## config.mk

```make
export PLATFORM = sky130hd
export DESIGN_NAME = alarm_controller
export DESIGN_NICKNAME = d
export VERILOG_FILES = /design/src/rtl/alarm_controller.sv
export SDC_FILE = /design/constraint.sdc
export NUM_CORES = 1
export LEC_CHECK = 0
export BUFFER_PORTS_ARGS = -buffer_cell sky130_fd_sc_hd__buf_2
export CELL_PAD_IN_SITES_DETAIL_PLACEMENT = 0
export CELL_PAD_IN_SITES_GLOBAL_PLACEMENT = 1
export CORE_ASPECT_RATIO = 1.5
export CORE_MARGIN = 10
export CORE_UTILIZATION = 37
export DETAILED_ROUTE_END_ITERATION = 6
export GPL_ROUTABILITY_DRIVEN = 0
export GPL_TIMING_DRIVEN = 0
export HOLD_SLACK_MARGIN = 0.02
export PLACE_DENSITY_LB_ADDON = 0.12
export SYNTH_ARGS = -nofsm -noshare
export SYNTH_HDL_FRONTEND = slang
export SYNTH_SLANG_ARGS = --single-unit
```

## constraint.sdc

```tcl
create_clock -name clk_1Hz -period 2.6 [get_ports clk_1Hz]
set_clock_uncertainty 0.05 [all_clocks]
set_input_delay 0.13 -clock clk_1Hz [delete_from_list [all_inputs] [get_ports clk_1Hz]]
set_output_delay 0.13 -clock clk_1Hz [all_outputs]
set_load 0.05 [all_outputs]
```

## src/rtl/alarm_controller.sv

```systemverilog
// Alarm clock controller: stores the alarm time, rings on an exact minute
// match, and handles snooze, stop, timeout and the sticky missed flag.
module alarm_controller #(
  parameter int SNOOZE_SEC   = 300,
  parameter int RING_TIMEOUT = 60,
  parameter int MAX_SNOOZE   = 3
) (
  input  logic       clk_1Hz,
  input  logic       reset,
  input  logic [5:0] seconds,
  input  logic [5:0] minutes,
  input  logic [4:0] hours,
  input  logic       alarm_enable,
  input  logic       set_alarm,
  input  logic [4:0] alarm_hr_in,
  input  logic [5:0] alarm_min_in,
  input  logic       snooze,
  input  logic       stop,
  output logic       alarm_on,
  output logic [4:0] alarm_hours,
  output logic [5:0] alarm_minutes,
  output logic [1:0] snooze_count,
  output logic       missed,
  output logic [1:0] state
);

  localparam int RING_W = (RING_TIMEOUT > 1) ? $clog2(RING_TIMEOUT) : 1;
  localparam int SNZ_W  = (SNOOZE_SEC > 1) ? $clog2(SNOOZE_SEC) : 1;
  localparam logic [RING_W-1:0] RING_LAST = RING_W'(RING_TIMEOUT - 1);
  localparam logic [SNZ_W-1:0]  SNZ_LOAD  = SNZ_W'(SNOOZE_SEC - 1);
  localparam logic [1:0]        SNZ_MAX   = 2'(MAX_SNOOZE);

  typedef enum logic [1:0] {
    IDLE    = 2'b00,
    RINGING = 2'b01,
    SNOOZE  = 2'b10
  } state_t;

  state_t            state_reg;
  logic [RING_W-1:0] ring_cnt_reg;
  logic [SNZ_W-1:0]  snz_cnt_reg;
  logic              load_ok;
  logic              time_match;

  assign load_ok    = (alarm_hr_in <= 5'd23) && (alarm_min_in <= 6'd59);
  // Requiring seconds==0 makes each alarm minute fire at most once.
  assign time_match = (hours == alarm_hours) && (minutes == alarm_minutes) &&
                      (seconds == 6'd0);
  assign state      = state_reg;

  always_ff @(posedge clk_1Hz) begin
    if (reset) begin
      state_reg     <= IDLE;
      alarm_on      <= 1'b0;
      alarm_hours   <= 5'd0;
      alarm_minutes <= 6'd0;
      snooze_count  <= 2'd0;
      missed        <= 1'b0;
      ring_cnt_reg  <= '0;
      snz_cnt_reg   <= '0;
    end else begin
      if (set_alarm || stop)
        missed <= 1'b0;
      if (set_alarm && load_ok) begin
        alarm_hours   <= alarm_hr_in;
        alarm_minutes <= alarm_min_in;
      end

      // Disable and reprogramming both abort any event in progress.
      if (!alarm_enable || set_alarm) begin
        state_reg <= IDLE;
        alarm_on  <= 1'b0;
      end else begin
        case (state_reg)
          IDLE: begin
            if (time_match) begin
              state_reg    <= RINGING;
              alarm_on     <= 1'b1;
              ring_cnt_reg <= '0;
              snooze_count <= 2'd0;
              missed       <= 1'b0;
            end
          end
          RINGING: begin
            if (stop) begin
              state_reg <= IDLE;
              alarm_on  <= 1'b0;
            end else if (snooze && (snooze_count < SNZ_MAX)) begin
              state_reg    <= SNOOZE;
              alarm_on     <= 1'b0;
              snz_cnt_reg  <= SNZ_LOAD;
              snooze_count <= snooze_count + 2'd1;
            end else if (ring_cnt_reg == RING_LAST) begin
              state_reg <= IDLE;
              alarm_on  <= 1'b0;
              missed    <= 1'b1;
            end else begin
              ring_cnt_reg <= ring_cnt_reg + RING_W'(1);
            end
          end
          SNOOZE: begin
            if (stop) begin
              state_reg <= IDLE;
              alarm_on  <= 1'b0;
            end else if (snz_cnt_reg == '0) begin
              state_reg    <= RINGING;
              alarm_on     <= 1'b1;
              ring_cnt_reg <= '0;
            end else begin
              snz_cnt_reg <= snz_cnt_reg - SNZ_W'(1);
            end
          end
          default: begin
            state_reg <= IDLE;
            alarm_on  <= 1'b0;
          end
        endcase
      end
    end
  end

endmodule

```

==> results_dict.tcl <==
set metrics [dict create \
    cts_hold_buffers 1 \
    syn_inst 203 \
    final_cell_mix "52 x buf_2, 32 x nor2_1, 32 x dfxtp_1" \
    die_h_um 103 \
    design_area_mm2 0.00212 \
    cts-resized-gates 0 \
    min_from "alarm_hr_in[2]" \
    clock-sinks 32 \
    synth_seq_area_share_pct 37.5 \
    dpl_cell_area_mm2 0.00202 \
    die_x_um 75.5 \
    numCtsBuffers 5 \
    ant_nets 0 \
    num_vias 1638 \
    ys_types 43 \
    wirelength_mm 4.65 \
    cp-end-kind "flop" \
    area_growth_pct 23.7 \
    synth_adder_area_share_pct 2.19 \
    clock-root-buffer "clkbuf_8" \
    maxSlewHeadroom_pct 49.2 \
    criticalPathCategory "reg2reg" \
    r2r-start "snz_cnt_reg[0]" \
    cp_cell_sequence "inv_1, ha_1, nor3b_1, a31oi_1, a211o_1, a21o_1, o221a_1" \
    grt_max_degree 11 \
    htree_levels 2 \
    first_global_vias 1686 \
    synth-xor-area-share_pct 8.71 \
    seqCellArea_um2 641 \
    outcome "finished clean" \
    max_freq_mhz 451 \
    fin_crit_ns 2.22 \
    ys.flop_type "dfxtp_1" \
    max-vdd-ir-drop_uv 259 \
    path_clk_slew_ns 0.07 \
    grt_first_pass_wirelength_mm 7.80 \
    ys_ff_latch 32 \
    port_buffers 49 \
    largest_reg_flops 9 \
    r2r_cells 7 \
    synth_edf_count 0 \
    ios 51 \
    core_area_mm2 0.00450 \
    rsz0062_at_grt "no" \
    viasPerCell 5.30 \
    period_share_pct 85.3 \
    cts_tree "yes" \
    whs_path_depth 3 \
    utilization_pct 47.0 \
    drtIter0Drc 59 \
    crit_fanout 5 \
    startpoint_type "flop" \
    setup_tns_ns 0 \
    grt-ovfl-total 0 \
    power_density_mw_per_mm2 496 \
    drv_cap 0 \
    yosysWarningCount 0 \
    p_leak_uw 0.000879 \
    layout_commonest_cell "buf_2" \
    cpPeakStageDelay_ns 0.43 \
    grt_antenna_before_repair 0 \
    initial_core_util_pct 38.0 \
    finalSetupViolCount 0 \
    maxSlewViolCount 0 \
    worstMarginPinSlew_ns 0.756 \
    fill_cells 481 \
    drive_gt1_share_pct 23.8 \
    postCtsSetupBuffers 0 \
    dieArea_mm2 0.00780 \
    yosys.area_share.simple_pct 22.8 \
    multi_input_area_mm2 0.00100 \
    antennaDiodeCount 0 \
    row_count 30 \
    crit_family "compound AO/OA/AOI/OAI gates" \
    async_flop_share_pct 0 \
    r2r-end "ring_cnt_reg[4]" \
    synth_fp_nets 240 \
    hold_end "alarm_hours[2]" \
    cp_data_arrival_time_ns 2.34 \
    clkLatencyLatePin_ns 0.28 \
    hold_viol 0 \
    synthesis.area_mm2 0.00171 \
    crit_required_ns 2.72 \
    wl_per_cell_um 15.0 \
    hold_path_class "in2reg" \
    avgSynthCellArea_um2 8.43 \
    worst-path-buf-inv 1 \
    grt_use_total_pct 12.9 \
    synth_top_family_by_area "simple AND/OR/NAND/NOR gates" \
    dp_hpwl_mm 3.73 \
    r2r_slack_ns 0.38 \
    synth_mux_area_share_pct 5.27 \
    nNetsFinal 297 \
    slowest_stage "nor3b_1" \
    clockBufferDepth 2 \
    drc 0 \
    drt_pass1_iterations 4 \
    synth_compound_area_share_pct 19.7 \
]
## power breakdown
part / total [uW] / switching, uW / internal, uW / leakage, uW
Combinational: 149 / 91.5 / 57.7 / 0.000574
Sequential: 510 / 9.34 / 501 / 0.000259
Clock: 390 / 174 / 216 / 0.0000455
Total: 1050 / 275 / 774 / 0.000879
## worst min-delay path, stage by stage
cell and delay, ns:
buf_2 0.07, mux2i_1 0.05, nor2_1 0.07
## cell usage after synthesis (all sizes together) (5+ instances only)
| cell type | count | area (um2) |
|---|---|---|
| a21oi | 9 | 48.8 |
| clkbuf | 6 | 22.5 |
| dfxtp | 32 | 641 |
| inv | 8 | 30.0 |
| mux2i | 9 | 90.1 |
| nand2 | 10 | 37.5 |
| nand2b | 6 | 37.5 |
| nand3 | 7 | 35.0 |
| nor2 | 32 | 120 |
| nor3 | 7 | 35.0 |
| nor4 | 5 | 37.5 |
| o21ai | 5 | 25.0 |
| xnor2 | 12 | 105 |
| xor2 | 5 | 43.8 |
## worst max-delay path by stage
stage	from	endpoint	depth (start not counted)
after floorplan	snooze_count[0]	ring_cnt_reg[4]	7
after global placement	snz_cnt_reg[0]	ring_cnt_reg[4]	7
after detailed placement	snz_cnt_reg[0]	ring_cnt_reg[4]	7
after CTS	snz_cnt_reg[0]	ring_cnt_reg[4]	7
after global routing	snooze_count[0]	snz_cnt_reg[5]	7
final	snz_cnt_reg[0]	ring_cnt_reg[4]	7
## per-stage QoR
step | power (uW) | worst slack [ns] | instances | hold slack, ns
after detailed placement | 672 | 0.402 | 300 | 0.316
after global routing | 1110 | 0.149 | 309 | 0.0338
after CTS | 1070 | 0.381 | 309 | 0.0204
after floorplan | 617 | 0.439 | 203 | 0.224
final | 1050 | 0.382 | 309 | 0.0271
after global placement | 671 | 0.366 | 300 | 0.309
## logic make-up after synthesis
group / count (synthesis)
fa+ha+maj: 3
flops: 32
compound gates: 46
buf+inv: 17
xor+xnor: 17
simple gates: 79
mux: 9
## metal layers
metal / up-vias / global-route usage (%) / part of all wire, %
met5: - / 0 / 0
met4: 0 / 5.02 / 1.7
met3: 6 / 5.44 / 6.8
met2: 45 / 20.5 / 48
met1: 742 / 14.8 / 44
li1: 845 / - / -
## cell type report
type / count / area share (%)
buffer: 9 / 1.77
sequential: 32 / 30.3
clock buffer: 8 / 4.26
timing repair buffer: 50 / 12.1
multi-input combinational: 154 / 47.4
inverter: 8 / 1.42
tap: 48 / 2.84
Power figures use the tool's default switching activity.
